===== src/rtl/ahb_arbiter_pkg.sv =====
// Shared AHB-lite transfer/burst encodings and the burst-length decode.
// Latency: none (constants and a pure function).
// Backpressure: not applicable.
package ahb_arbiter_pkg;

  localparam logic [1:0] TR_IDLE   = 2'd0;
  localparam logic [1:0] TR_BUSY   = 2'd1;
  localparam logic [1:0] TR_NONSEQ = 2'd2;
  localparam logic [1:0] TR_SEQ    = 2'd3;

  localparam logic [2:0] BU_SINGLE = 3'd0;
  localparam logic [2:0] BU_INCR   = 3'd1;
  localparam logic [2:0] BU_WRAP4  = 3'd2;
  localparam logic [2:0] BU_INCR4  = 3'd3;
  localparam logic [2:0] BU_WRAP8  = 3'd4;
  localparam logic [2:0] BU_INCR8  = 3'd5;
  localparam logic [2:0] BU_WRAP16 = 3'd6;
  localparam logic [2:0] BU_INCR16 = 3'd7;

  // Fixed-length bursts return their beat count; SINGLE and INCR return 0
  // because they never end on a counted beat.
  function automatic logic [4:0] burst_len(input logic [2:0] hburst);
    logic [4:0] len;
    case (hburst)
      BU_WRAP4, BU_INCR4:   len = 5'd4;
      BU_WRAP8, BU_INCR8:   len = 5'd8;
      BU_WRAP16, BU_INCR16: len = 5'd16;
      default:              len = 5'd0;
    endcase
    return len;
  endfunction

endpackage


===== src/rtl/ahb_rr_pick.sv =====
// Round-robin picker: first requester after the last owner, owner itself last.
// Latency: purely combinational.
// Backpressure: none; vld=0 when no master requests.
module ahb_rr_pick #(
  parameter int NUM_M = 4
) (
  input  logic [NUM_M-1:0] req,
  input  logic [3:0]       last,
  output logic [3:0]       next_idx,
  output logic             vld
);

  logic [15:0] req_ext;
  logic [4:0]  idx;

  assign req_ext = 16'(req);

  // Walk last+1 .. last+NUM_M modulo NUM_M and keep the first hit.
  always_comb begin
    vld      = 1'b0;
    next_idx = 4'd0;
    idx      = 5'd0;
    for (int i = 1; i <= NUM_M; i++) begin
      idx = {1'b0, last} + 5'(i);
      if (idx >= 5'(NUM_M)) idx = idx - 5'(NUM_M);
      if (!vld && req_ext[idx[3:0]]) begin
        vld      = 1'b1;
        next_idx = idx[3:0];
      end
    end
  end

endmodule


===== src/rtl/ahb_arbiter.sv =====
// Round-robin AHB-lite bus arbiter with burst, lock and error-cancel awareness.
// Latency: decision combinational in cycle T, HMASTER/HGRANT update at the end of T.
// Backpressure: HREADY=0 freezes ownership, the beat counter and HMASTER_D.
module ahb_arbiter
  import ahb_arbiter_pkg::*;
#(
  parameter int NUM_M = 4
) (
  input  logic             HCLK,
  input  logic             HRESETn,
  input  logic [NUM_M-1:0] HBUSREQ,
  input  logic [NUM_M-1:0] HLOCK,
  input  logic [1:0]       HTRANS,
  input  logic [2:0]       HBURST,
  input  logic             HREADY,
  input  logic             HRESP,
  output logic [NUM_M-1:0] HGRANT,
  output logic [3:0]       HMASTER,
  output logic [3:0]       HMASTER_D,
  output logic             HMASTLOCK
);

  logic [4:0]  beat;
  logic [4:0]  len;
  logic        err_pend;
  logic        boundary;
  logic        arb_ok;
  logic        lock_own;
  logic [15:0] lock_ext;
  logic [3:0]  pick_idx;
  logic        pick_vld;

  // Widen HLOCK so any 4-bit owner index is a legal select.
  assign lock_ext  = 16'(HLOCK);
  assign lock_own  = lock_ext[HMASTER];
  assign HMASTLOCK = lock_own;
  assign len       = burst_len(HBURST);

  ahb_rr_pick #(.NUM_M(NUM_M)) u_pick (
    .req      (HBUSREQ),
    .last     (HMASTER),
    .next_idx (pick_idx),
    .vld      (pick_vld)
  );

  // Legal hand-over points: idle bus, end of single/undefined-length
  // transfers, last beat of a fixed burst, or an error-cancelled burst.
  always_comb begin
    boundary = 1'b0;
    if (HTRANS == TR_IDLE) boundary = 1'b1;
    if (HTRANS == TR_NONSEQ && HBURST == BU_SINGLE) boundary = 1'b1;
    if ((HTRANS == TR_NONSEQ || HTRANS == TR_SEQ) && HBURST == BU_INCR) boundary = 1'b1;
    if (HTRANS == TR_SEQ && len != 5'd0 && beat == len - 5'd1) boundary = 1'b1;
    if (err_pend) boundary = 1'b1;
    // A locked owner is never pre-empted, even by an error cancel.
    arb_ok = HREADY && boundary && !lock_own;
  end

  // Count accepted beats of the current burst; an error abandons it.
  always_ff @(posedge HCLK or negedge HRESETn) begin
    if (!HRESETn) begin
      beat <= 5'd0;
    end else if (HREADY) begin
      if (err_pend) begin
        beat <= 5'd0;
      end else begin
        case (HTRANS)
          TR_NONSEQ: beat <= 5'd1;
          TR_SEQ:    beat <= beat + 5'd1;
          TR_IDLE:   beat <= 5'd0;
          default:   beat <= beat;
        endcase
      end
    end
  end

  // Remember the first (HREADY=0) cycle of a two-cycle ERROR response.
  always_ff @(posedge HCLK or negedge HRESETn) begin
    if (!HRESETn) begin
      err_pend <= 1'b0;
    end else if (HREADY) begin
      err_pend <= 1'b0;
    end else if (HRESP) begin
      err_pend <= 1'b1;
    end
  end

  // Address-phase owner moves only at arbitration points; data-phase owner
  // follows one accepted transfer later so wait states keep HWDATA steered.
  always_ff @(posedge HCLK or negedge HRESETn) begin
    if (!HRESETn) begin
      HMASTER   <= 4'd0;
      HMASTER_D <= 4'd0;
    end else if (HREADY) begin
      HMASTER_D <= HMASTER;
      if (arb_ok) HMASTER <= pick_vld ? pick_idx : 4'd0;
    end
  end

  // One-hot grant decoded from the registered owner.
  always_comb begin
    HGRANT = '0;
    for (int i = 0; i < NUM_M; i++) HGRANT[i] = (HMASTER == 4'(i));
  end

endmodule


===== config.mk =====
export PLATFORM = sky130hd
export DESIGN_NAME = ahb_arbiter
export DESIGN_NICKNAME = d
export VERILOG_FILES = /design/src/rtl/ahb_arbiter_pkg.sv /design/src/rtl/ahb_rr_pick.sv /design/src/rtl/ahb_arbiter.sv
export SDC_FILE = /design/constraint.sdc
export NUM_CORES = 1
export LEC_CHECK = 0
export CORE_ASPECT_RATIO = 2
export CORE_MARGIN = 3
export CORE_UTILIZATION = 49
export CTS_CLUSTER_SIZE = 40
export DETAILED_ROUTE_END_ITERATION = 8
export PLACE_DENSITY_LB_ADDON = 0.2
export SLEW_MARGIN = 20
export SYNTH_ARGS = -nofsm -noshare
export SYNTH_HDL_FRONTEND = slang
export SYNTH_SLANG_ARGS = --single-unit
export TNS_END_PERCENT = 50

===== constraint.sdc =====
create_clock -name HCLK -period 2.95 [get_ports HCLK]
set_input_delay 0.59 -clock HCLK [delete_from_list [all_inputs] [get_ports HCLK]]
set_output_delay 0.59 -clock HCLK [all_outputs]
set_load 0.1 [all_outputs]

Word level (Yosys, flattened, before mapping)
Index checks and enable logic that the tools add are counted.

operators by class
  $add $sub $neg = 10
  multipliers = 0
  div/mod/pow operators = 0
  $lt $le $gt $ge = 9
  eq/ne operators = 13
  shifts and indexed selects = 0
  muxes and demuxes = 33
  bitwise gates (word level) = 0
  reductions and logical operators = 25

operator list
  kind                 number
  $mux 4               9
  $pmux 5 s3           2
  $lt 4x5->1 const B   5
  $bmux 1 s4           5
  $ge 5x3->1 const B   4
  $mux 1               16
  $sub 4x3->4 const B  4
  $eq 3x3->1 const B   4
  $add 4x2->5 const B  2
  $logic_and 1x1->1    9
  $eq 4x2->1 const B   2
  $eq 3x2->1 const B   2
  $reduce_or 2->1      3
  $add 4x1->5 const B  1
  $add 4x3->5 const B  1
  $add 5x1->5 const B  1
  $eq 5x5->1           1
  $mux 5               1
  $reduce_bool 5->1    1
  $sub 5x1->5 const B  1
  $eq 2x2->1 const B   2
  $eq 4x1->1 const B   1
  $logic_not 1->1      4
  $logic_not 4->1      1
  other kinds (7)      8

storage, ports and cells
  register bits after elaboration = 14
  latch bits = 0
  memory bits (writable) = 0
  bits in read-only memories = 0
  bits of input ports = 17
  output and inout bits = 13
  word-level logic and storage cells = 94
  memories = 0

Longest topological paths before layout
Gate-level depths: netlist (run 1).

  depth after elaboration = 16
  depth in mapped cells = 11
  gate-level depth less buffers = 10

Hierarchy
Synthesis (run 1) repeated with hierarchy kept, for this count alone.

second synthesis, totals
  cells, all modules = 160
  area total of the unflattened synthesis = 1546.5 µm²

modules (own cells, without submodules)
  module       instances  cells each  area an instance (µm²)  seq. area each (µm²)
  ahb_arbiter  1          85          864.6                   350.3
  ahb_rr_pick  1          75          681.9                   0.0

Least setup slack after synthesis (run 1)
Ideal clock, no wire load.

  path kind = flip-flop to flip-flop
  from = register HMASTER[1]
  to = register HMASTER[0]
  arrival time = 3.976 ns
  data required time = 2.824 ns
  slack = -1.152 ns
  stages on the path, launching flop included = 7
  path buffers = 1
  clock period less this slack = 4.102 ns
  cells stage by stage = dfrtp_1 -> buf_2 -> a211oi_1 -> a2111oi_2 -> or2_2 -> a21oi_1 -> a2bb2oi_1

on the way
  elaborated cells between the ends (all ways) = 44
  those cells by class = add/sub (8); order compare (4); mux (23); reduce/logical (9)

RTL lines
  element                            RTL line           RTL
  start: declaration                 ahb_arbiter.sv:18  output logic [3:0] HMASTER,
  start signal: assignment           ahb_arbiter.sv:96  if (arb_ok) HMASTER <= pick_vld ? pick_idx : 4'd0;
  $bmux 1 s4                         ahb_arbiter.sv:35  assign lock_own = lock_ext[HMASTER];
  $mux 1 (implied by the code)       ahb_arbiter.sv:35
  named net HMASTLOCK                ahb_arbiter.sv:20  output logic HMASTLOCK
  $logic_not 1->1                    ahb_arbiter.sv:56  arb_ok = HREADY && boundary && !lock_own;
  $logic_and 1x1->1                  ahb_arbiter.sv:56
  $reduce_and 2->1 (no source line)  n/a

The timed path passes the listed nets, and every way through them passes these cells. The select of a mux whose other input is x is not followed.
A chain may end at the register's enable or synchronous reset.

Worst setup path in the final report (run 1)
  from = register HMASTER[0]
  to = register HMASTER[1]

on the way
  cells in the longest elaborated chain, start to end = 16
  elaborated cells between the ends (all ways) = 44
  those cells by class = add/sub (8); order compare (4); mux (23); reduce/logical (9)

RTL lines
  element                                           RTL line           RTL
  $add 4x1->5                                       ahb_rr_pick.sv:24  idx = {1'b0, last} + 5'(i);
  $sub 4x3->4 / $ge 5x3->1 (equally long branches)  ahb_rr_pick.sv:25  if (idx >= 5'(NUM_M)) idx = idx - 5'(NUM_M);
  $mux 4                                            ahb_rr_pick.sv:25
  $bmux 1 s4                                        ahb_rr_pick.sv:26  if (!vld && req_ext[idx[3:0]]) begin
  $mux 1 (implied by the code)                      ahb_rr_pick.sv:26
  $mux 1                                            ahb_rr_pick.sv:26
  $logic_not 1->1                                   ahb_rr_pick.sv:26
  $logic_and 1x1->1                                 ahb_rr_pick.sv:26
  $mux 1                                            ahb_rr_pick.sv:26
  $logic_not 1->1                                   ahb_rr_pick.sv:26
  $logic_and 1x1->1                                 ahb_rr_pick.sv:26
  $mux 1                                            ahb_rr_pick.sv:26
  $logic_not 1->1                                   ahb_rr_pick.sv:26
  $logic_and 1x1->1                                 ahb_rr_pick.sv:26
  $mux 4 / $mux 1 (equally long branches)           ahb_rr_pick.sv:26
  $mux 4                                            ahb_arbiter.sv:96

Several ways; a longest one is shown, not always the timed one. The select of a mux whose other input is x is not followed.

==> results of run 1 <==
-- power groups by stage --
| stage | combinational [mW] | sequential [mW] | clock [mW] |
|---|---|---|---|
| 3_3_place_gp | 1.15 | 0.304 | 0 |
| 4_1_cts | 1.18 | 0.305 | 0.194 |
| 6_report | 1.17 | 0.308 | 0.193 |
| 5_1_grt | 1.24 | 0.317 | 0.202 |
| 2_1_floorplan | 0.752 | 0.464 | 0 |
| 3_5_place_dp | 1.17 | 0.309 | 0 |
-- area by class of cell --
type / instances / area, µm² / area share
multi-input cells: 114 / 977 / 0.559
well taps: 28 / 35.0 / 0.0201
repair buffers: 31 / 285 / 0.163
clock buffers: 4 / 55.1 / 0.0315
inverters: 11 / 41.3 / 0.0236
flip-flops and latches: 14 / 353 / 0.202
-- synth_stat cells, types with 3 or more instances --
library cell | number | area (µm²)
and2_1 | 6 | 37.5
a21oi_1 | 6 | 30.0
nand2_1 | 9 | 33.8
xor2_1 | 3 | 26.3
nor2_1 | 7 | 26.3
nor3_1 | 3 | 15.0
dfrtp_1 | 14 | 350
o21ai_0 | 7 | 35.0
ha_1 | 22 | 275
inv_1 | 11 | 41.3
xnor2_1 | 6 | 52.6
mux2i_1 | 3 | 30.0
mux2_2 | 6 | 67.6
-- worst max path at each step --
stage                     startpoint          to  slack [ns]  depth (start not counted)
final                     HMASTER[0]  HMASTER[1]        0.38                          9
after global placement     HBURST[1]  HMASTER[1]        0.30                          9
after detailed placement   HBURST[1]  HMASTER[0]        0.19                          9
after floorplan           HMASTER[0]  HMASTER[0]        0.04                          6
after CTS                  HBURST[1]  HMASTER[1]        0.38                          9
after global routing      HMASTER[0]  HMASTER[0]        0.18                          9
-- logic make-up after synthesis --
kind of cell / after synthesis
compound gates: 32
mux: 11
buf+inv: 15
simple gates: 40
xor+xnor: 9
fa+ha+maj: 22
flops: 14
-- registers in the layout (all words and copies together) (netlist names) --
register	flops
beat	5
HMASTER	4
err_pend	1
HMASTER_D	4
-- metrics by stage --
stage	worst slack (ns)	hold slack, ns	util
floorplan	0.0401	0.294	-
global placement	0.300	0.491	0.642
detailed placement	0.194	0.502	0.642
CTS	0.381	0.515	0.663
global route	0.184	0.540	0.663
finish	0.376	0.516	0.663
-- critical path, cell delays in order (launching register included) --
cell	delay (ns)
dfrtp_2	0.62
inv_1	0.15
ha_1	0.28
xnor2_1	0.16
ha_1	0.30
inv_1	0.03
a32o_1	0.26
a2111oi_2	0.39
a31oi_1	0.15
o32ai_1	0.13
-- metal layers --
layer | up-vias | routed length (µm)
li1 | 579 | -
met1 | 587 | 1100
met2 | 41 | 2030
met3 | 12 | 137
met4 | 0 | 108
met5 | - | 0
==> metrics.md, run 1 <==
| Metric | Value |
|---|---|
| WHS Endpoint | HMASTER_D[3] |
| Element type at the critical path start | flop |
| Synth Area in Compound Gates | 0.177 |
| CP Class | flop to flop |
| Core footprint | 0.00264 mm² |
| Most common cell after layout, fill and taps aside | ha_1 |
| Number of antenna violations at the first check in global routing | 0 |
| FF-to-FF End | HMASTER[1] |
| Vias/cell | 6.03 |
| RD Place Congestion | 0.812 |
| DP Wirelength | 2700 µm |
| RSZ-0062 raised after global routing | false |
| Synth warn | 0 |
| Simple logic cell fraction of the synthesized area | 0.158 |
| Internal | 735 µW |
| Antenna diode count | 0 |
| Cts hold-fix bufs | 0 |
| EDFF count, synth | 0 |
| Cell Rows | 26 |
| Net Switching | 939 µW |
| Peak VDD IR | 0.563 mV |
| Outcome | finished, final reports clean |
| Final hold violations | 0 |
| Net Count, Synth | 182 |
| Placed Cells | 198 |
| Drc violations | 0 |
| Design Area, Final | 0.00175 mm² |
| Met2 global-route usage | 0.409 |
| Fill cells | 211 |
| I/O pin cnt | 30 |
| Non-filler cells, final | 202 |
| Highest Clock Rate | 0.389 GHz |
| Largest net degree at the start of global routing | 21 |
| # port buffers | 29 |
| Worst-margin pin slew | 0.632 ns |
| Clock power share | 0.115 |
| Final TNS setup | 0 ns |
| Num CTS Buffers | 3 |
| Die Height | 81.2 µm |
| Mux contribution to synthesized area | 0.106 |
| Final antenna-violating net count | 0 |
| Syn avg cell area | 9.68 µm² |
| Synthesized area | 0.00138 mm² |
| Clock root buffer master | clkbuf_8 |
| Register share of total power | 0.184 |
| Fraction of layout cells with a size suffix above 1 | 0.195 |
| Post-cts resize count | 0 |
| Most frequent cells in the layout | ha_1, clkdlybuf4s50_1, buf_4, dfrtp_1, inv_1 |
| Logic pwr share | 0.701 |
| CP Max Fanout | 20 |
| Initial Util | 0.525 |
| Setup violators final | 0 |
| Rel. slew slack | 0.578 |
| GRT overflow | 0 |
| Routed wire length per instance | 16.7 µm |
| R2R depth | 9 |
| Crit. End Element | flop |
| Final WL | 3370 µm |
| GR met1 Demand/Resource | 0.184 |
| Worst path required time | 3.11 ns |
| Worst hold path type | flop to flop |
| Initial DRC count | 30 |
| Xor/xnor share of the synthesized area | 0.0570 |
| Fin crit share | 0.872 |
| Synth Flop Type | dfrtp_1 |
| Vias in the first global route | 1,248 |
| Final nets | 214 |
| Post-synth ARST share | 1.00 |
| Pleak | 0.827 nW |
| Worst-path clk slew | 0.06 ns |
| Synth Area in Adders | 0.199 |
| GRT Total Usage | 0.204 |
| CTS Buffer Depth | 2 |
| RR Startpoint | HMASTER[0] |
| First-pass GRT wire length | 5470 µm |
| Number of unique standard cell types used by synthesis | 45 |
| Most used routing layer | met2 |
| Slew Limit Fails | 0 |
| Net Sw Frac | 0.561 |
| Synth Instances | 143 |
| Tmin final | 2.57 ns |
| Min-delay src | HMASTER_D[3] |
| Hold Crit Depth | 1 |
| Main combinational cell family by area after synthesis | adder cells |
| Area growth syn-to-layout | 26.2% |
| Fin Clk Skew | 0.00337 ns |
| Seq/Total Area, Yosys | 0.253 |
| Die area | 0.00354 mm² |
| FF-to-FF setup slack | 0.38 ns |
| Clk sinks | 14 |
| Pwr dens | 958 mW/mm² |
| Tot Pwr | 1.67 mW |
| Maxcap violations | 0 |
| Post-CTS setup buffers | 0 |
| Clk Latency, worst-skew pair | 0.25 ns |
| Area post-placement | 0.00169 mm² |
| CTS H-tree lvls | 1 |
| #FFs+latches synth | 14 |
| Met3 usage | 0.0200 |
| Horiz. Die Dim | 43.6 µm |
| First-pass DRT Iterations | 4 |
| Vias | 1,219 |
| WP data arrival | 2.73 ns |
| CTS tree | built |
(Power assumes the default switching activity.)
==> run 2, diff against run 1 <==
--- a/config.mk
+++ b/config.mk
@@ -10,6 +10,8 @@
 export CORE_UTILIZATION = 49
 export CTS_CLUSTER_SIZE = 40
 export DETAILED_ROUTE_END_ITERATION = 8
+export DONT_BUFFER_PORTS = 1
+export MAX_ROUTING_LAYER = met4
 export PLACE_DENSITY_LB_ADDON = 0.2
 export SLEW_MARGIN = 20
 export SYNTH_ARGS = -nofsm -noshare
==> run 2 against run 1 <==
Against the previous run:
- clock power is 15% lower
- first-iteration DRC count is 57% higher
- power is 1.6% higher
- highest routed layer unchanged
==> metrics.md, run 2 (same netlist as run 1, synthesis figures left out) <==
| Metric | Value |
|---|---|
| RSZ-0062 raised after global routing | false |
| Net Sw Frac | 0.553 (-0.00738) |
| Pleak | 0.751 nW (-9.2%) |
| Clock power share | 0.096 (-0.019) |
| Vias in the first global route | 1,189 (-4.7%) |
| Tmin final | 2.47 ns (-0.102 ns) |
| Largest register FFs | 5 (unchanged) |
| Die area | 0.00354 mm² (unchanged) |
| Post-cts resize count | 0 (unchanged) |
| Cts hold-fix bufs | 0 (unchanged) |
| Clk Latency, worst-skew pair | 0.25 ns (about the same) |
| Fin crit share | 0.838 (-0.0347) |
| CTS Buffer Depth | 2 (unchanged) |
| Maxcap violations | 0 (unchanged) |
| Clock root buffer master | clkbuf_8 |
| Routed wire length per instance | 17.6 µm (+5.3%) |
| Element type at the critical path start | flop |
| CP Class | flop to flop |
| GRT overflow | 0 (unchanged) |
| Cell Rows | 26 (unchanged) |
| FF-to-FF setup slack | 0.48 ns (+0.10 ns) |
| Final hold violations | 0 (unchanged) |
| Core footprint | 0.00264 mm² (unchanged) |
| Vias/cell | 6.40 (+6.0%) |
| Worst-path clk slew | 0.06 ns (about the same) |
| Number of antenna violations at the first check in global routing | 0 (unchanged) |
| Most common cell after layout, fill and taps aside | ha_1 |
| Top reg by flops | beat |
| # port buffers | 0 (-100%) |
| FF-to-FF End | HMASTER[1] |
| Fill cells | 221 (+4.7%) |
| DP Wirelength | 2670 µm (-1.1%) |
| Final WL | 3180 µm (-5.6%) |
| Highest Clock Rate | 0.405 GHz (+4.1%) |
| Pwr dens | 1070 mW/mm² (+11%) |
| First-pass DRT Iterations | 4 (unchanged) |
| Fin Clk Skew | 0.00437 ns (+0.000996 ns) |
| Setup violators final | 0 (unchanged) |
| Peak VDD IR | 0.506 mV (-10%) |
| Tot Pwr | 1.70 mW (+1.6%) |
| Crit. End Element | flop |
| Hold_ws | 0.0309 ns (-0.485 ns) |
| Final antenna-violating net count | 0 (unchanged) |
| Clk sinks | 14 (unchanged) |
| Slew Limit Fails | 0 (unchanged) |
| Num CTS Buffers | 3 (unchanged) |
| Horiz. Die Dim | 43.6 µm (unchanged) |
| Antenna diode count | 0 (unchanged) |
| Final TNS setup | 0 ns (unchanged) |
| RD Place Congestion | 0.840 (+3.4%) |
| Outcome | finished, final reports clean |
| Initial Util | 0.525 (unchanged) |
| Largest regs | beat x5, HMASTER x4, HMASTER_D x4 |
| Area growth syn-to-layout | 15.4% |
| Initial DRC count | 47 (+57%) |
| RR Startpoint | HMASTER[2] |
| WP data arrival | 2.62 ns (-0.11 ns) |
| CTS tree | built |
| Drc violations | 0 (unchanged) |
| R2R depth | 9 (unchanged) |
| Most frequent cells in the layout | ha_1, dfrtp_1, inv_1, nand2_1 |
| Final nets | 193 (-9.8%) |
| Fraction of layout cells with a size suffix above 1 | 0.183 (-0.0124) |
| CP Max Fanout | 13 (-35%) |
| Rel. slew slack | 0.381 (-0.197) |
| I/O pin cnt | 30 (unchanged) |
| Final core utilization | 0.606 (-0.0570) |
| Internal | 760 µW (+3.3%) |
| GRT Total Usage | 0.199 (-0.00491) |
| Worst path required time | 3.10 ns (about the same) |
| Net Switching | 942 µW (+0.29%) |
| Die Height | 81.2 µm (unchanged) |
| Worst-margin pin slew | 0.929 ns (+0.297 ns) |
| Logic pwr share | 0.681 (-0.020) |
| Worst hold path type | input port to asynchronous set/reset pin |
| Vias | 1,158 (-5.0%) |
| First-pass GRT wire length | 5130 µm (-6.3%) |
| CTS H-tree lvls | 1 (unchanged) |
| Register share of total power | 0.223 (+0.039) |
| Largest net degree at the start of global routing | 15 (-29%) |
| Post-CTS setup buffers | 0 (unchanged) |
==> run 2: area by class of cell <==
class                           count  area (µm²)  area share
Clock buffer                        4        45.0      0.0282
Inverter                           11        41.3      0.0259
Multi-Input combinational cell    114         977       0.612
Sequential cell                    14         353       0.221
Tap cell                           28        35.0      0.0219
Timing Repair Buffer               10         145      0.0909
==> run 2: worst max path at each step <==
stage | from | to | slack, ns
CTS | HMASTER[2] | HMASTER[1] | 0.49
global route | HMASTER[2] | HMASTER[1] | 0.27
floorplan | HMASTER[0] | HMASTER[0] | 0.04
finish | HMASTER[2] | HMASTER[1] | 0.48
detailed placement | HMASTER[2] | HMASTER[1] | 0.51
global placement | HMASTER[0] | HMASTER[1] | 0.57
==> run 2: power by group through the flow <==
stage	registers (mW)	logic, mW	clock network, mW
global route	0.386	1.21	0.173
CTS	0.381	1.16	0.166
detailed placement	0.385	1.16	0
finish	0.380	1.16	0.164
floorplan	0.464	0.752	0
global placement	0.381	1.14	0
==> run 2: layer usage <==
metal  routed length, µm  share of wire  GRT usage  vias up
met3                 137          0.043     0.0200       13
met4                 149          0.047      0.136        0
met1                1020           0.32      0.173      562
met5                   0              0          -        -
li1                    -              -          -      537
met2                1880           0.59      0.376       46
==> run 2: critical path: stages, from the launching register on <==
cell and delay, ns:
dfrtp_1 0.65, ha_1 0.28, a21oi_1 0.07, xnor2_1 0.15, ha_1 0.29, inv_1 0.04
a32o_1 0.26, a2111oi_2 0.35, a31oi_1 0.14, o32ai_1 0.14
==> run 2: metrics by stage <==
| stage | setup WS (ns) | cells | area (µm²) |
|---|---|---|---|
| 3_3_place_gp | 0.568 | 177 | 1550 |
| 3_5_place_dp | 0.508 | 177 | 1550 |
| 2_1_floorplan | 0.0401 | 143 | 1400 |
| 6_report | 0.479 | 181 | 1600 |
| 4_1_cts | 0.492 | 181 | 1600 |
| 5_1_grt | 0.271 | 181 | 1600 |
